### src/rtl/plb_arbiter.sv
// plb_arbiter: round-robin arbiter giving three requesters burst access
// (1..4 words) to a single BRAM port. Writes stream one word per cycle.
// Reads return each word two cycles after its beat, tagged with the owner's index.
//
//   state   | meaning
//   --------+------------------------------------------------------------
//   IDLE    | no grant; pick the next requester round-robin
//   BURST   | one beat per cycle on the BRAM port for the granted owner
//   RD_WAIT | read beats finished; hold the grant while data drains
module plb_arbiter #(
    parameter int RSA_DW = 32,
    parameter int ADDR_W = 10
) (
    input  logic                  clk,
    input  logic                  sys_rst_n,
    input  logic [2:0]            rq_req,
    input  logic [2:0]            rq_we,
    input  logic [3*ADDR_W-1:0]   rq_addr,
    input  logic [5:0]            rq_len,
    input  logic [3*RSA_DW-1:0]   rq_wdata,
    output logic [2:0]            rq_gnt,
    output logic [2:0]            rq_wr_adv,
    output logic [2:0]            rq_done,
    output logic                  rd_valid,
    output logic [RSA_DW-1:0]     rd_data,
    output logic [1:0]            rd_id,
    output logic                  PLB_en,
    output logic                  PLB_we,
    output logic [ADDR_W-1:0]     PLB_addr,
    output logic [RSA_DW-1:0]     PLB_din,
    input  logic [RSA_DW-1:0]     PLB_dout,
    output logic                  busy
);

    typedef enum logic [1:0] {
        IDLE    = 2'd0,
        BURST   = 2'd1,
        RD_WAIT = 2'd2
    } state_t;

    state_t            state;
    logic [1:0]        owner;
    logic [1:0]        last_gnt;
    logic [1:0]        remain;
    logic              wait_cnt;
    logic              bw;
    logic [ADDR_W-1:0] cur_addr;
    logic [2:0]        gnt_q;

    logic              rd_pend;
    logic [1:0]        rd_pend_id;

    logic [ADDR_W-1:0] addr_v  [3];
    logic [1:0]        len_v   [3];
    logic [RSA_DW-1:0] wdata_v [3];

    logic              win_found;
    logic [1:0]        win_idx;
    logic [1:0]        cand;

    logic              beat;
    logic              wr_beat;
    logic              rd_beat;

    // Split the flat per-requester buses into indexable arrays.
    always_comb begin
        for (int i = 0; i < 3; i++) begin
            addr_v[i]  = rq_addr[i*ADDR_W +: ADDR_W];
            len_v[i]   = rq_len[i*2 +: 2];
            wdata_v[i] = rq_wdata[i*RSA_DW +: RSA_DW];
        end
    end

    // Round-robin search starting one past the last winner.
    always_comb begin
        win_found = 1'b0;
        win_idx   = 2'd0;
        cand      = 2'd0;
        for (int k = 1; k <= 3; k++) begin
            cand = 2'((int'(last_gnt) + k) % 3);
            if (!win_found && rq_req[cand]) begin
                win_found = 1'b1;
                win_idx   = cand;
            end
        end
    end

    // Main FSM: grant, beat sequencing and read drain.
    always_ff @(posedge clk or negedge sys_rst_n) begin
        if (!sys_rst_n) begin
            state    <= IDLE;
            owner    <= 2'd0;
            last_gnt <= 2'd2;
            remain   <= 2'd0;
            wait_cnt <= 1'b0;
            bw       <= 1'b0;
            cur_addr <= '0;
            gnt_q    <= 3'b000;
        end else begin
            case (state)
                IDLE: begin
                    if (win_found) begin
                        owner    <= win_idx;
                        last_gnt <= win_idx;
                        gnt_q    <= 3'b001 << win_idx;
                        bw       <= rq_we[win_idx];
                        cur_addr <= addr_v[win_idx];
                        remain   <= len_v[win_idx];
                        state    <= BURST;
                    end
                end
                BURST: begin
                    cur_addr <= cur_addr + 1'b1;
                    if (remain == 2'd0) begin
                        if (bw) begin
                            gnt_q <= 3'b000;
                            state <= IDLE;
                        end else begin
                            wait_cnt <= 1'b1;
                            state    <= RD_WAIT;
                        end
                    end else begin
                        remain <= remain - 1'b1;
                    end
                end
                RD_WAIT: begin
                    if (wait_cnt == 1'b0) begin
                        gnt_q <= 3'b000;
                        state <= IDLE;
                    end else begin
                        wait_cnt <= 1'b0;
                    end
                end
                default: begin
                    gnt_q <= 3'b000;
                    state <= IDLE;
                end
            endcase
        end
    end

    // Two-stage read return: beat -> BRAM latency -> registered word.
    always_ff @(posedge clk or negedge sys_rst_n) begin
        if (!sys_rst_n) begin
            rd_pend    <= 1'b0;
            rd_pend_id <= 2'd0;
            rd_valid   <= 1'b0;
            rd_data    <= '0;
            rd_id      <= 2'd0;
        end else begin
            rd_pend    <= rd_beat;
            rd_pend_id <= owner;
            rd_valid   <= rd_pend;
            rd_data    <= rd_pend ? PLB_dout : '0;
            rd_id      <= rd_pend ? rd_pend_id : 2'd0;
        end
    end

    assign beat    = (state == BURST);
    assign wr_beat = beat & bw;
    assign rd_beat = beat & ~bw;

    assign PLB_en    = beat;
    assign PLB_we    = wr_beat;
    assign PLB_addr  = beat ? cur_addr : '0;
    assign PLB_din   = wr_beat ? wdata_v[owner] : '0;

    assign rq_gnt    = gnt_q;
    assign rq_wr_adv = wr_beat ? gnt_q : 3'b000;
    // Write bursts finish on the last beat; reads finish with the last return.
    assign rq_done   = ((wr_beat && remain == 2'd0) ||
                        (state == RD_WAIT && wait_cnt == 1'b0)) ? gnt_q : 3'b000;
    assign busy      = (state != IDLE);

endmodule

### config.mk
export PLATFORM = sky130hd
export DESIGN_NAME = plb_arbiter
export DESIGN_NICKNAME = d
export VERILOG_FILES = /design/src/rtl/plb_arbiter.sv
export SDC_FILE = /design/constraint.sdc
export NUM_CORES = 1
export LEC_CHECK = 0
export CAP_MARGIN = 20
export CORE_MARGIN = 5
export CORE_UTILIZATION = 32
export DETAILED_ROUTE_END_ITERATION = 7
export HOLD_SLACK_MARGIN = 0.12
export PLACE_DENSITY = 0.77
export SLEW_MARGIN = 5
export SYNTH_ARGS = -nofsm -noshare
export SYNTH_HDL_FRONTEND = slang
export SYNTH_SLANG_ARGS = --single-unit
export TNS_END_PERCENT = 100
### constraint.sdc
create_clock -name clk -period 2.6 [get_ports clk]
set_input_delay 0.26 -clock clk [delete_from_list [all_inputs] [get_ports clk]]
set_output_delay 0.26 -clock clk [all_outputs]
set_load 0.03 [all_outputs]
==> results.md, run 1 <==
* Number of remaining DRC errors at 0
* Pwr Density at 1128 mW/mm^2
* Asr flop ratio synth at 100.0%
* Max cap viols at 0
* Worst Setup End Kind: flop
* Max clock buf depth at 2
* Number of flops mapped to enable cells by yosys at 0
* Post-synthesis simple-gate area fraction at 22.97%
* Wire per inst at around 17 um
* WS Path Type: flop to flop
* Number of fill cells at 978
* Synth Area in Adders at ~2%
* Status: complete, no violations
* Syn nets at 612
* Largest family of logic cells by synthesized area: simple AND/OR/NAND/NOR gates
* Height of the chip at roughly 120 um
* Routed WL at ~14000 um
* Post-DP HPWL at 11640 um
* Initial Util at between 30% and 40%
* RSZ-0062 raised after global routing: false
* Max-slew headroom at ~46%
* Initial antenna violation count at 0
* Post-synth cell types at 54
* WP data required at approximately 2800 ps
* Post-synthesis mux area share at a little over an eighth
* Final design utilization at around 60%
* Startpoint types: flop
* Vias/cell at between 5 and 6
* Final Max Slew Viols at 0
* Final Setup Violations at 0
* Die ar. at roughly 0.014 sq mm
* Fin area at 0.006930 sq mm
* Min-Delay Path Class: input pin to async pin
* Core Box Area at around 0.011 sq mm
* Most frequent cells in the layout: 219 x clkdlybuf4s50_1, 76 x nor2_1, 57 x dfrtp_1
* Post-CTS setup buffer count at 0
* Root Buffer: clkbuf_16
* Buffers on Ports at 260
* Layout area overhead at 83.90%
* Mapped Cells at approximately 430
* CTS buffer count at 9
* Vias in the first global route at between 4000 and 5000
* Die W at between 100 and 150 um
* Average size of a mapped cell at approximately 8.7 sq um
* Final setup TNS at 0 ps
* Via count at between 4000 and 5000
* Worst vdd ir at 799.2 uV
* Drt pass-1 iters at 4
* Register area at around 0.0015 sq mm
* Top_reg_cell synth: dfrtp_1
* Clock Pin Slew Worst Setup and Hold Paths at roughly 50 ps
* # rows at 39
* Ys Warns at 0
* CP arrival at about 2700 ps
* Final Hold Fails at 0
* Routability congestion estimate at slightly above 0.9
* Worst-Skew Late Latency at between 300 and 400 ps
* Total gr overflow at 0
* GRT Total Usage at 19.95%
* Most common cell after layout, fill and taps aside: clkdlybuf4s50_1
* Ports at around 260
* # H-tree levels at 3
* Clock skew at 8.378 ps
* Routed Antenna Nets at 0
* Worst slew pin tran at ~800 ps
* Complex-gate fraction of the synthesized area at roughly 16%
* Nets at about 870
* CTS tree: done
* Final period util at a little over nine tenths
* Largest net degree at the start of global routing at 36
* Synth Area in XOR/XNOR at less than 1%
* Fin crit period at about 2500 ps
* Area occupied by multi-input gates at 0.002116 sq mm
* Fraction of layout cells with a size suffix above 1 at between 10% and 20%
* Clock sink count at 60
* Leakage at 0.003111 uW
* Antenna Cells at 0
* Placed cell areas at between 0.006 and 0.007 sq mm
* Post-Synthesis Cell Area at 0.003769 sq mm
* Yosys reg bits at 60
* DRT iter0 DRCs at approximately 260
* Peak Freq at 397.0 MHz
* Crit Path Max Fanout at 4
* Post-synthesis sequential area ratio at between 30% and 40%
* First-pass GRT wire length at roughly 23000 um
cell type report:
class | count | share of cell area (%)
clock buffer | 12 | 3.845
clock inverter | 4 | 1.011
inverter | 13 | 0.7583
multi-input combinational | 330 | 30.53
sequential | 60 | 21.72
tap | 143 | 2.582
timing repair buffer | 282 | 39.56
repair_timing:
item | CTS | global route
resized for setup | 1 | 18
hold endpoints to repair | 27 | 0
endpoints found under the setup margin | 1 | 21
hold buffers | 1 | 0
per-stage QoR:
step / power, uW / hold slack, ps / setup WS (ps) / cells
global route: 8319 / 332.5 / 7.866 / 844
finish: 7820 / 313.2 / 80.80 / 844
CTS: 7820 / 314.3 / 40.82 / 844
floorplan: 4586 / -35.59 / 40.23 / 434
detailed placement: 6461 / 117.2 / 85.00 / 827
global placement: 6378 / 120.1 / 183.7 / 827
worst paths after layout:
kind	start	end	slack, ps	cells after the start
min in group clk	rd_pend_id[1]$_DFF_PN0_	rd_id[1]$_DFF_PN0_	450	1
worst min-delay path	sys_rst_n	cur_addr[2]$_DFFE_PN0P_	310	2
max in group asynchronous	sys_rst_n	rd_data[0]$_DFF_PN0_	1620	3
worst max-delay path	last_gnt[1]$_DFFE_PN1P_	remain[0]$_DFFE_PN0P_	80	7
worst min register to register	rd_pend_id[1]$_DFF_PN0_	rd_id[1]$_DFF_PN0_	450	1
worst max register to register	last_gnt[1]$_DFFE_PN1P_	remain[0]$_DFFE_PN0P_	80	7
cells by family (layout without fill, tap and decap cells):
logic type / after synthesis / in the layout
multiplexers: 49 / 49
flip-flops: 60 / 60
adder cells (fa/ha/maj): 6 / 6
AND/OR/NAND/NOR: 178 / 178
XOR/XNOR: 3 / 3
AO/OA/AOI/OAI: 94 / 94
buffers and inverters: 44 / 311
cell usage after synthesis (4+ instances only):
cell / number / area [sq um]
mux2i_1: 46 / 460.4
a21o_1: 5 / 37.54
nand3_1: 7 / 35.03
nor3_1: 10 / 50.05
o21ai_0: 12 / 60.06
nor2_1: 78 / 292.8
a21oi_1: 35 / 175.2
buf_2: 4 / 20.02
dfrtp_1: 59 / 1476
clkbuf_1: 23 / 86.33
inv_1: 13 / 48.80
and2_1: 45 / 281.5
ha_1: 6 / 75.07
a211oi_1: 9 / 67.56
nand2_1: 18 / 67.56
nand2b_1: 4 / 25.02
critical path: stages (launching register included):
cell     delay, ps
dfstp_2        550
inv_1           80
ha_1           240
and2_4         160
o32a_1         370
a211o_1        380
mux2_4         320
a221o_1        310
report_power, final:
group          internal (uW)  leakage [uW]  switching (uW)  total, uW
Clock                    912      0.000169             399       1310
Combinational           2120       0.00218            2820       4950
Sequential              1270      0.000760             294       1560
per-layer routing:
layer | vias to the layer above | part of all wire (%) | global-route usage (%)
met5 | - | 0 | 0
met4 | 0 | 2.2 | 7.229
met3 | 23 | 8.7 | 6.351
met2 | 213 | 51 | 34.79
met1 | 1986 | 39 | 22.86
li1 | 2024 | - | -
flip-flops by register name (all words and copies together) (netlist names):
signal	cells
bw	1
cur_addr	10
last_gnt	1
owner	2
rd_data	32
rd_id	2
rd_pend	1
rd_pend_id	2
rd_valid	1
remain	2
rq_gnt	3
state	2
wait_cnt	1
Power figures use the tool's default switching activity.
==> run 2, diff against run 1 <==
--- a/config.mk
+++ b/config.mk
@@ -5,7 +5,6 @@
 export SDC_FILE = /design/constraint.sdc
 export NUM_CORES = 1
 export LEC_CHECK = 0
-export CAP_MARGIN = 20
 export CORE_MARGIN = 5
 export CORE_UTILIZATION = 32
 export DETAILED_ROUTE_END_ITERATION = 7
==> results of run 2 <==
The final DEF is identical to that of run 1; final timing and power are the same.
